$ cat config.mk
export PLATFORM = sky130hd
export DESIGN_NAME = multicycle_sequencer
export DESIGN_NICKNAME = d
export VERILOG_FILES = /design/src/rtl/multicycle_sequencer.sv
export SDC_FILE = /design/constraint.sdc
export NUM_CORES = 1
export LEC_CHECK = 0
export ABC_CLOCK_PERIOD_IN_PS = 3900
export CORE_MARGIN = 2
export CORE_UTILIZATION = 48
export CTS_BUF_LIST = sky130_fd_sc_hd__clkbuf_8
export CTS_CLUSTER_DIAMETER = 100
export DETAILED_ROUTE_END_ITERATION = 10
export PLACE_DENSITY = 0.81
export SKIP_LAST_GASP = 1
export SYNTH_ARGS = -nofsm -noshare
export SYNTH_HDL_FRONTEND = slang
export SYNTH_SLANG_ARGS = --single-unit
$ cat constraint.sdc
create_clock -name clk -period 3.9 [get_ports clk]
set_input_delay 0.39 -clock clk [delete_from_list [all_inputs] [get_ports clk]]
set_output_delay 0.39 -clock clk [all_outputs]
set_load 0.005 [all_outputs]
$ cat src/rtl/multicycle_sequencer.sv
// Moore control FSM for the multicycle 32-bit datapath: walks fetch/decode/execute/memory/
// write-back steps and emits the packed control word, with stall, halt, illegal-op and instret.
module multicycle_sequencer #(
  parameter int unsigned INSTRET_WIDTH = 32
) (
  input  logic                     clk,
  input  logic                     reset,
  input  logic [5:0]               opcode,
  input  logic                     stall,
  output logic [15:0]              output_signal,
  output logic [3:0]               state,
  output logic                     halted,
  output logic                     illegal_op,
  output logic                     retire,
  output logic [INSTRET_WIDTH-1:0] instret
);

  typedef enum logic [3:0] {
    StFetch   = 4'd0,
    StDecode  = 4'd1,
    StExecR   = 4'd2,
    StExecI   = 4'd3,
    StWbR     = 4'd4,
    StWbI     = 4'd5,
    StMemAddr = 4'd6,
    StMemRd   = 4'd7,
    StMemWb   = 4'd8,
    StMemWr   = 4'd9,
    StBranch  = 4'd10,
    StJump    = 4'd11,
    StHalt    = 4'd12
  } state_e;

  typedef enum logic [2:0] {
    OpR, OpI, OpLw, OpSw, OpBeq, OpJ, OpHalt, OpIllegal
  } op_class_e;

  state_e                   state_q, state_d, state_next;
  logic                     illegal_q, illegal_d;
  logic [INSTRET_WIDTH-1:0] instret_q, instret_d;
  op_class_e                op_class;
  logic [15:0]              word;
  logic                     retire_raw;
  logic                     gate;

  always_comb begin
    op_class = OpIllegal;
    casez (opcode)
      6'b00????: op_class = OpR;
      6'b01????: op_class = OpI;
      6'b100000: op_class = OpLw;
      6'b100001: op_class = OpSw;
      6'b100010: op_class = OpBeq;
      6'b110000: op_class = OpJ;
      6'b111111: op_class = OpHalt;
      default:   op_class = OpIllegal;
    endcase
  end

  // Raw Moore word/retire per state; stall and reset gating is applied afterwards.
  always_comb begin
    word       = 16'h0000;
    retire_raw = 1'b0;
    state_next = StFetch;
    case (state_q)
      StFetch: begin
        word       = 16'h5218;
        state_next = StDecode;
      end
      StDecode: begin
        word = 16'h0008;
        case (op_class)
          OpR:       state_next = StExecR;
          OpI:       state_next = StExecI;
          OpLw, OpSw: state_next = StMemAddr;
          OpBeq:     state_next = StBranch;
          OpJ:       state_next = StJump;
          OpHalt:    state_next = StHalt;
          default:   state_next = StFetch;
        endcase
        retire_raw = (op_class == OpHalt) || (op_class == OpIllegal);
      end
      StExecR: begin
        word       = 16'h0044;
        state_next = StWbR;
      end
      StExecI: begin
        word       = 16'h004C;
        state_next = StWbI;
      end
      StWbR: begin
        word       = 16'h0003;
        retire_raw = 1'b1;
      end
      StWbI: begin
        word       = 16'h0002;
        retire_raw = 1'b1;
      end
      StMemAddr: begin
        word       = 16'h000C;
        state_next = (op_class == OpSw) ? StMemWr : StMemRd;
      end
      StMemRd: begin
        word       = 16'h3000;
        state_next = StMemWb;
      end
      StMemWb: begin
        word       = 16'h0402;
        retire_raw = 1'b1;
      end
      StMemWr: begin
        word       = 16'h2800;
        retire_raw = 1'b1;
      end
      StBranch: begin
        word       = 16'h80A4;
        retire_raw = 1'b1;
      end
      StJump: begin
        word       = 16'h4100;
        retire_raw = 1'b1;
      end
      StHalt: begin
        word       = 16'h0000;
        state_next = StHalt;
      end
      default: begin
        word       = 16'h0000;
        state_next = StFetch;
      end
    endcase
  end

  always_comb begin
    gate          = reset || stall;
    output_signal = gate ? 16'h0000 : word;
    retire        = !gate && retire_raw;
    halted        = !reset && (state_q == StHalt);
    state         = state_q;
    illegal_op    = illegal_q;
    instret       = instret_q;
    state_d       = stall ? state_q : state_next;
    illegal_d     = illegal_q ||
                    (!stall && (state_q == StDecode) && (op_class == OpIllegal));
    instret_d     = instret_q + INSTRET_WIDTH'(retire);
  end

  always_ff @(posedge clk) begin
    if (reset) begin
      state_q   <= StFetch;
      illegal_q <= 1'b0;
      instret_q <= '0;
    end else begin
      state_q   <= state_d;
      illegal_q <= illegal_d;
      instret_q <= instret_d;
    end
  end

endmodule

==> results of run 1 <==
[area by class of cell]
cell class,instances,area (µm²)
fillers,395,1450
well taps,52,65.1
inverters,8,30.0
clock buffers,5,68.8
clock inverters,3,46.3
repair buffers,68,668
flip-flops and latches,37,741
multi-input cells,202,1250
[per-layer routing]
layer	vias up	routed length (µm)	track usage [%]
met4	0	75	6.71
li1	1093	-	-
met1	985	2280	26.7
met3	8	252	4.42
met2	62	2390	33.9
met5	-	0	0
[how the worst max path moves through the flow]
stage	slack, ns	end	start	depth (start not counted)
after floorplan	0.83	instret[24]	opcode[1]	13
after global placement	0.50	instret[23]	opcode[1]	10
after detailed placement	0.36	instret[23]	opcode[1]	10
after CTS	0.63	instret[23]	opcode[1]	10
after global routing	0.28	instret[25]	state[2]	10
final	0.64	instret[23]	opcode[1]	10
[per-stage QoR]
stage | area (µm²) | power, mW
5_1_grt | 2870 | 0.844
3_5_place_dp | 2760 | 0.491
3_3_place_gp | 2760 | 0.490
4_1_cts | 2870 | 0.819
6_report | 2870 | 0.810
2_1_floorplan | 2150 | 0.454
[cell usage in the layout, fill, tap and decap left out, types with 2 or more instances in the layout]
cell type,instances
clkdlybuf4s50_1,63
dfxtp_1,37
nor2_1,26
a21oi_1,26
nand2_1,16
nand3_1,12
or4_1,11
o31ai_1,11
o21ai_0,10
inv_1,8
xor2_1,8
or3_1,7
nand4_1,7
nor2b_1,6
xnor2_1,6
nor3_1,6
and3_1,5
clkbuf_8,5
buf_4,5
nor4_1,4
nand2b_1,3
a31oi_1,2
and4_2,2
and2_1,2
a211o_1,2
or3_2,2
ha_1,2
[sequential cells by signal, summed over array words and instances, names as in the netlist]
register,flops
instret,32
illegal_op,1
state,4
[power breakdown]
group / internal (mW) / total, mW / switching [mW]
clock: 0.191 / 0.327 / 0.136
combinational: 0.0461 / 0.0923 / 0.0462
sequential: 0.381 / 0.390 / 0.00937
total: 0.618 / 0.810 / 0.192
[worst min-delay path: stages, from the launching register on]
cell     delay (ns)
dfxtp_1        0.31
inv_1          0.04
a21oi_1        0.05
[cell usage after synthesis, types with 2 or more instances]
master / number / share of area [%]
a211o_1: 2 / 0.81
a21oi_1: 26 / 6.0
a31oi_1: 2 / 0.58
and2_1: 2 / 0.58
and3_1: 5 / 1.5
and4_2: 2 / 0.93
buf_1: 3 / 0.52
buf_4: 4 / 1.4
buf_6: 2 / 1.0
clkbuf_1: 12 / 2.1
dfxtp_1: 37 / 34
ha_1: 2 / 1.2
inv_1: 8 / 1.4
nand2_1: 16 / 2.8
nand2b_1: 3 / 0.87
nand3_1: 12 / 2.8
nand4_1: 7 / 2.0
nor2_1: 26 / 4.5
nor2b_1: 6 / 1.7
nor3_1: 6 / 1.4
nor4_1: 4 / 1.2
o21ai_0: 10 / 2.3
o31ai_1: 11 / 3.8
or3_1: 7 / 2.0
or3_2: 2 / 0.70
or4_1: 11 / 3.8
xnor2_1: 6 / 2.4
xor2_1: 8 / 3.3
[cells by family (layout without fill, tap and decap cells)]
logic type	count (synthesis)	in the layout	synth area share [%]
AO/OA/AOI/OAI	65	65	19.3
XOR/XNOR	14	14	5.69
adder cells (fa/ha/maj)	3	3	1.63
buffers and inverters	31	84	7.32
flip-flops	37	37	34.4
multiplexers	2	2	0.988
AND/OR/NAND/NOR	118	118	30.7
==> reports/metrics.csv, run 1 <==
metric;value;unit
CP Cell Sequence;clkdlybuf4s50_1, nor4_1, nand4b_1, nor2_1, o21a_1, ha_1, and4_1, nand4_1, or4_2, a21oi_1;
gr usage total;20.5;%
clock root buffer;clkbuf_8;
cts hold-fix bufs;0;
Vias;2148;
post-synthesis cell area;2150;µm²
final hold violations;0;
Synth Warn #;0;
share of cells above drive strength 1;7.74;%
Setup Fix Bufs, Post-CTS;0;
Max Freq;307;MHz
Starting Density;49.8;%
Ant. Diodes;0;
outcome;finished, final reports clean;
worst hold start;illegal_op;
Core Rows;24;
Crit path largest cell delay;0.78;ns
Hold Path Depth;2;
Synthesized Nets;281;
Hold Path End;illegal_op;
PnR worst setup slack;0.639;ns
global-route wire length before repair;8630;µm
crit end category;flop;
worst IR drop on VDD;0.163;mV
gpl congestion;0.854;
TritonRoute pass-1 iters;4;
final worst path period share;83.6;%
final antenna-violating net count;0;
number of nets in the layout;333;
Crit Path Class;input pin to flop;
post_cts resized;0;
Clock transition at path regs;0.08;ns
IO Port Bufs;63;
Fin Clk Skew;0.00838;ns
largest net degree at the start of global routing;43;
end of the worst register-to-register path;instret[23];
WP data required;4.12;ns
Post-Place Worst Slack;0.356;ns
Remaining Overflow, GRT;0;
H-Tree Depth;2;
Fin Setup TNS;0;ns
wire length per cell;13.3;µm
crit path buf inv count;1;
die area;5040;µm²
post-synthesis register bit count;37;
PD cells;282;nW/µm²
Total Wirelength;5000;µm
Syn Area/Cell;7.98;µm²
Worst Tran Pin Value;0.659;ns
final core utilization;66.5;%
DR vias/cell;5.73;
core area;4320;µm²
total of max-cap violations;0;
post-synthesis sequential area ratio;34.4;%
antenna violations before repair;0;
Worst Path Arrival;3.48;ns
fraction of registers with async set/reset;0;%
Tmin final;3.26;ns
Critical Path Start Type;input pin;
slew margin rel.;56.0;%
Syn Inst Count;270;
DR iter-0 viols;126;
EDFF count, synth;0;
Ports;64;
Fin Hold WS;0.446;ns
Hold WC Path Type;flop to flop;
Die X;71.0;µm
drc violations;0;
Slew Limit Fails;0;
RSZ-0062 raised after global routing;false;
synth unique cells;56;
vias in the first global route;1947;
Cell Count, Final, Fillers Out;375;
CTS Buf Count;5;
Max Root-Sink Buffers;2;
kind of cell adding the most delay to the critical path;simple AND/OR/NAND/NOR gates;
CP max FO;12;
Clock Latency Late Sink;0.28;ns
area grow syn2layout;33.5;%
final setup fails;0;
Post-DP HPWL;3600;µm
Die H;71.0;µm
worst flop-to-flop path startpoint;state[2];
Top FF cell, synth;dfxtp_1;
clock sinks;37;
Slowest cell on crit path;or4_2;
TritonCTS clock tree;built;
placed cell count;367;
Worst R2R Path Depth;9;
LEAKAGE;0.963;nW
r2r setup slk;0.65;ns
No activity file was read; power rests on OpenSTA's default activity.
==> run 2: changes to the inputs <==
--- a/config.mk
+++ b/config.mk
@@ -5,7 +5,7 @@
 export SDC_FILE = /design/constraint.sdc
 export NUM_CORES = 1
 export LEC_CHECK = 0
-export ABC_CLOCK_PERIOD_IN_PS = 3900
+export ABC_CLOCK_PERIOD_IN_PS = 3100
 export CORE_MARGIN = 2
 export CORE_UTILIZATION = 48
 export CTS_BUF_LIST = sky130_fd_sc_hd__clkbuf_8
==> constraint.sdc (replaced) <==
create_clock -name clk -period 3.1 [get_ports clk]
set_input_delay 0.31 -clock clk [delete_from_list [all_inputs] [get_ports clk]]
set_output_delay 0.31 -clock clk [all_outputs]
set_load 0.005 [all_outputs]
==> run 2 against run 1 <==
Sequential power rose by 24%. Total power rose by 28%. Non-clock buffer count rose by 12. Register-to-register slack got worse by 0.19 ns. Combinational power rose by 48%. Clock-buffer cell count rose by 1. Critical endpoint is now instret[24]. Cell count rose by 3.2%. Critical path depth rose by 2. Critical path type unchanged. Via count rose by 4.1%. Worst setup slack got worse by 0.25 ns. Core utilization rose by 2.1 points. Sequential share of layout area fell by 0.79 points.
==> reports/metrics.csv, run 2 (synthesis gave the netlist of run 1 again) <==
metric;value;unit;change
Clock Latency Late Sink;0.28;ns;about the same
crit end category;flop;;unchanged
Vias;2236;;was 2148
Tmin final;2.71;ns;
total of max-cap violations;0;;unchanged
max reg flops;32;;unchanged
H-Tree Depth;2;;unchanged
gpl congestion;0.852;;was 0.854
Clock transition at path regs;0.07;ns;was 0.08 ns
Fin Clk Skew;0.00472;ns;was 0.00838 ns
Max Root-Sink Buffers;2;;unchanged
antenna violations before repair;0;;unchanged
final antenna-violating net count;0;;unchanged
CP max FO;16;;was 12
most common library cell in the layout ignoring fill and taps;clkdlybuf4s50_1;;unchanged
TritonRoute pass-1 iters;4;;unchanged
most frequent cells in the layout;63 x clkdlybuf4s50_1, 37 x dfxtp_1, 26 x nor2_1, 26 x a21oi_1, 17 x buf_4;;was 63 x clkdlybuf4s50_1, 37 x dfxtp_1, 26 x nor2_1, 26 x a21oi_1, 16 x nand2_1
Post-DP HPWL;3810;µm;was 3600 µm
area grow syn2layout;37.7;%;was 33.5%
Die X;71.0;µm;unchanged
Worst R2R Path Depth;10;;was 9
Critical Path Start Type;input pin;;unchanged
placed cell count;379;;was 367
worst flop-to-flop path startpoint;state[0];;was state[2]
worst IR drop on VDD;0.203;mV;was 0.163 mV
LEAKAGE;1.03;nW;was 0.963 nW
Setup Fix Bufs, Post-CTS;0;;unchanged
PD cells;350;nW/µm²;was 282 nW/µm²
final setup fails;0;;unchanged
Slew Limit Fails;0;;unchanged
clock sinks;37;;unchanged
outcome;finished, final reports clean;;unchanged
Hold Path End;illegal_op;;unchanged
RSZ-0062 raised after global routing;false;;unchanged
share of cells above drive strength 1;10.7;%;was 7.74%
die area;5040;µm²;unchanged
worst hold start;illegal_op;;unchanged
final worst path period share;87.3;%;
Worst Path Arrival;2.88;ns;was 3.48 ns
WP data required;3.27;ns;was 4.12 ns
IO Port Bufs;63;;unchanged
end of the worst register-to-register path;instret[23];;unchanged
TritonCTS clock tree;built;;unchanged
Pwr Total;1.04;mW;was 0.810 mW
vias in the first global route;1958;;was 1947
filler cell count;387;;was 395
DR iter-0 viols;182;;was 126
Ant. Diodes;0;;unchanged
Core Rows;24;;unchanged
core area;4320;µm²;unchanged
wire length per cell;14.0;µm;was 13.3 µm
global-route wire length before repair;8800;µm;was 8630 µm
clock root buffer;clkbuf_8;;unchanged
Total Wirelength;5430;µm;was 5000 µm
Crit Path Class;input pin to flop;;unchanged
slew margin rel.;70.9;%;was 56.0%
largest net degree at the start of global routing;43;;unchanged
Hold Path Depth;2;;unchanged
gr usage total;21.3;%;was 20.5%
Max Freq;370;MHz;
Fin Setup TNS;0;ns;unchanged
final hold violations;0;;unchanged
Fin Hold WS;0.452;ns;was 0.446 ns
Starting Density;49.8;%;unchanged
Die H;71.0;µm;unchanged
Cell Count, Final, Fillers Out;387;;was 375
post_cts resized;0;;unchanged
Remaining Overflow, GRT;0;;unchanged
Worst Tran Pin Value;0.431;ns;was 0.659 ns
CTS Buf Count;5;;unchanged
drc violations;0;;unchanged
Ports;64;;unchanged
DR vias/cell;5.78;;was 5.73
Hold WC Path Type;flop to flop;;unchanged
number of nets in the layout;345;;was 333
r2r setup slk;0.46;ns;was 0.65 ns
cts hold-fix bufs;0;;unchanged
run 2: cell types whose count changed in the layout (fill, tap and decap cells not counted):
cell	before	now
buf_4	5	17
clkbuf_8	5	6
clkinv_4	1	0
clkinvlp_4	1	0
inv_1	8	9
run 2: area by class of cell:
class | instances | area, µm² | share of cell area, %
sequential | 37 | 741 | 25.0
timing repair buffer | 80 | 758 | 25.6
clock inverter | 2 | 33.8 | 1.14
multi-input combinational | 202 | 1250 | 42.3
clock buffer | 6 | 82.6 | 2.78
tap | 52 | 65.1 | 2.19
inverter | 8 | 30.0 | 1.01
run 2: how the worst max path moves through the flow:
stage | start | endpoint | slack (ns)
finish | opcode[3] | instret[24] | 0.39
global route | opcode[2] | instret[24] | 0.21
CTS | opcode[2] | instret[18] | 0.40
detailed placement | opcode[0] | instret[24] | 0.09
global placement | opcode[3] | instret[24] | 0.17
floorplan | opcode[1] | instret[24] | 0.11
run 2: metal layers:
| layer | vias up | track usage, % | share of wire (%) |
|---|---|---|---|
| li1 | 1112 | - | - |
| met1 | 1041 | 26.6 | 44 |
| met2 | 74 | 36.4 | 49 |
| met3 | 9 | 3.70 | 5.1 |
| met4 | 0 | 8.39 | 1.6 |
| met5 | - | 0 | 0 |
run 2: stage by stage:
step	utilization [%]	worst slack [ns]	area, µm²
after floorplan	-	0.112	2150
after global placement	65.9	0.170	2850
after detailed placement	65.9	0.0934	2850
after CTS	68.6	0.396	2970
after global routing	68.6	0.210	2970
final	68.6	0.394	2970
run 2: critical path: stages:
cell and delay (ns):
clkdlybuf4s50_1 0.44, or3_1 0.40, o21ai_0 0.23, nor2_1 0.06, o21a_1 0.20, ha_1 0.21, ha_1 0.21, and3_1 0.19
nand4_1 0.08, buf_4 0.20, nor4_1 0.07, mux2_2 0.27
run 2: where the power goes:
part           leakage, nW  internal [mW]  switching, mW  total, mW
clock network       0.0626          0.259          0.161      0.420
registers            0.299          0.480        0.00236      0.482
logic                0.670         0.0656         0.0712      0.137
==> run 3: changes to the inputs <==
--- a/config.mk
+++ b/config.mk
@@ -11,7 +11,8 @@
 export CTS_BUF_LIST = sky130_fd_sc_hd__clkbuf_8
 export CTS_CLUSTER_DIAMETER = 100
 export DETAILED_ROUTE_END_ITERATION = 10
-export PLACE_DENSITY = 0.81
+export GPL_TIMING_DRIVEN = 0
+export PLACE_DENSITY = 0.91
 export SKIP_LAST_GASP = 1
 export SYNTH_ARGS = -nofsm -noshare
 export SYNTH_HDL_FRONTEND = slang
==> run 3 against run 2 <==
Fmax shrank 6.7%. Total power shrank 7.8%. Cell count rose by 1.6%. Combinational power down 3%. Cell area is 0.51% higher. Core utilization is 0.35 points higher.
==> reports/metrics.csv, run 3 (synthesis gave the netlist of run 1 again) <==
metric;value;unit;change
gpl congestion;0.930;;was 0.852
clock root buffer;clkbuf_8;;unchanged
Critical Path Start Type;flop;;was input pin
H-Tree Depth;2;;unchanged
final worst path period share;93.6;%;was 87.3%
DR vias/cell;5.87;;was 5.78
Crit Path Class;flop to flop;;was input pin to flop
Total Wirelength;5630;µm;was 5430 µm
RSZ-0062 raised after global routing;false;;unchanged
CTS Buf Count;5;;unchanged
sequential cell area;741;µm²;unchanged
Placed Area;2830;µm²;was 2850 µm²
most frequent cells in the layout;58 x clkdlybuf4s50_1, 37 x dfxtp_1, 26 x nor2_1, 26 x a21oi_1, 16 x nand2_1;;was 63 x clkdlybuf4s50_1, 37 x dfxtp_1, 26 x nor2_1, 26 x a21oi_1, 17 x buf_4
Starting Density;49.8;%;unchanged
IO Port Bufs;61;;was 63
kind of cell adding the most delay to the critical path;simple AND/OR/NAND/NOR gates;;unchanged
most common library cell in the layout ignoring fill and taps;clkdlybuf4s50_1;;unchanged
Hold Path End;illegal_op;;unchanged
vias in the first global route;1991;;was 1958
worst flop-to-flop path startpoint;state[3];;was state[0]
Clock transition at path regs;0.07;ns;about the same
clock sinks;37;;unchanged
Max Freq;345;MHz;was 370 MHz
Hold Path Depth;2;;unchanged
filler cell count;357;;was 387
final antenna-violating net count;0;;unchanged
global route hottest layer;met2;;unchanged
PnR worst setup slack;0.199;ns;was 0.394 ns
final setup fails;0;;unchanged
area grow syn2layout;38.4;%;was 37.7%
TritonRoute pass-1 iters;5;;was 4
Ant. Diodes;0;;unchanged
total of max-cap violations;0;;unchanged
drc violations;0;;unchanged
outcome;finished, final reports clean;;unchanged
Crit path largest cell delay;0.71;ns;was 0.44 ns
Die H;71.0;µm;unchanged
CP max FO;7;;was 16
final hold violations;0;;unchanged
Post-Place Worst Slack;-0.717;ns;was 0.0934 ns
TritonCTS clock tree;built;;unchanged
Worst R2R Path Depth;9;;was 10
Hold WC Path Type;flop to flop;;unchanged
crit end category;flop;;unchanged
crit path buf inv count;0;;was 2
Clock Latency Late Sink;0.29;ns;was 0.28 ns
final core utilization;68.9;%;was 68.6%
number of nets in the layout;352;;was 345
placed cell count;383;;was 379
Ports;64;;unchanged
Slowest cell on crit path;or4_2;;was clkdlybuf4s50_1
PD cells;321;nW/µm²;was 350 nW/µm²
most used cell, CP;nor2_1;;was ha_1
Post-DP HPWL;4070;µm;was 3810 µm
met3 usage;5.27;%;was 3.70%
Remaining Overflow, GRT;0;;unchanged
Fin Hold WS;0.458;ns;was 0.452 ns
Worst Tran Pin Value;0.542;ns;was 0.431 ns
Worst Path Arrival;3.12;ns;was 2.88 ns
die area;5040;µm²;unchanged
Fin Setup TNS;0;ns;unchanged
gr usage total;22.4;%;was 21.3%
Die X;71.0;µm;unchanged
Max Root-Sink Buffers;2;;unchanged
CP Cell Sequence;nor2_1, nand4b_1, nor2_1, o21a_1, ha_1, and4_2, nand4_1, or4_2, a21oi_1;;was clkdlybuf4s50_1, or3_1, o21ai_0, nor2_1, o21a_1, ha_1, ha_1, and3_1, nand4_1, buf_4, nor4_1, mux2_2
slew margin rel.;63.4;%;was 70.9%
Pwr Total;0.957;mW;was 1.04 mW
DR iter-0 viols;155;;was 182
wire length per cell;14.3;µm;was 14.0 µm
Finished Cell Area;2980;µm²;was 2970 µm²
Cell Count, Final, Fillers Out;393;;was 387
core area;4320;µm²;unchanged
largest net degree at the start of global routing;11;;was 43
antenna violations before repair;0;;unchanged
met2 usage;36.8;%;was 36.4%
met1 usage;28.3;%;was 26.6%
global-route wire length before repair;9180;µm;was 8800 µm
LEAKAGE;1.04;nW;was 1.03 nW
end of the worst register-to-register path;instret[23];;unchanged
share of cells above drive strength 1;10.9;%;was 10.7%
area of the multi-input gates;1280;µm²;was 1250 µm²
Vias;2307;;was 2236
max reg flops;32;;unchanged
worst IR drop on VDD;0.223;mV;was 0.203 mV
worst hold start;illegal_op;;unchanged
Fin Clk Skew;0.00285;ns;was 0.00472 ns
r2r setup slk;0.20;ns;was 0.46 ns
Tmin final;2.90;ns;was 2.71 ns
WP data required;3.32;ns;was 3.27 ns
Core Rows;24;;unchanged
Slew Limit Fails;0;;unchanged
==> run 3: worst register-to-register path, delay by kind of cell (launching register included) <==
family | cells | cell delay [ns]
fa+ha+maj | 1 | 0.20
compound gates | 2 | 0.36
flops | 1 | 0.37
simple gates | 6 | 1.90
==> run 3: final cells by class <==
class	instances	area share [%]
multi-input combinational	202	43.0
sequential	37	24.9
clock buffer	6	2.77
inverter	8	1.01
timing repair buffer	65	21.7
buffer	22	4.32
clock inverter	1	0.126
tap	52	2.18
==> run 3: timing repair <==
item,CTS,global route
pin swaps,1,1
hold endpoints to repair,0,0
endpoints found under the setup margin,9,9
buffers inserted,1,3
resized for setup,5,8
hold buffers,0,0
==> run 3: how the worst max path moves through the flow <==
| stage | start | to | slack [ns] | cells after the start |
|---|---|---|---|---|
| finish | state[3] | instret[23] | 0.20 | 9 |
| floorplan | opcode[1] | instret[24] | 0.11 | 13 |
| CTS | opcode[3] | instret[24] | 0.07 | 12 |
| global route | state[3] | instret[21] | 0.007 | 10 |
| global placement | opcode[3] | instret[24] | -0.70 | 13 |
| detailed placement | opcode[0] | instret[24] | -0.72 | 13 |
==> run 3: layer usage <==
metal | part of all wire (%) | wire, µm | up-vias
met4 | 1.7 | 98 | 0
met2 | 49 | 2760 | 92
met3 | 6.5 | 367 | 9
met5 | 0 | 0 | -
met1 | 43 | 2400 | 1082
li1 | - | - | 1124
==> run 3: power by group <==
part	switching [mW]	leakage, nW	internal (mW)	total (mW)
Sequential	0.00515	0.299	0.480	0.485
Combinational	0.0718	0.693	0.0607	0.133
Clock	0.166	0.0485	0.173	0.339
Total	0.243	1.04	0.714	0.957
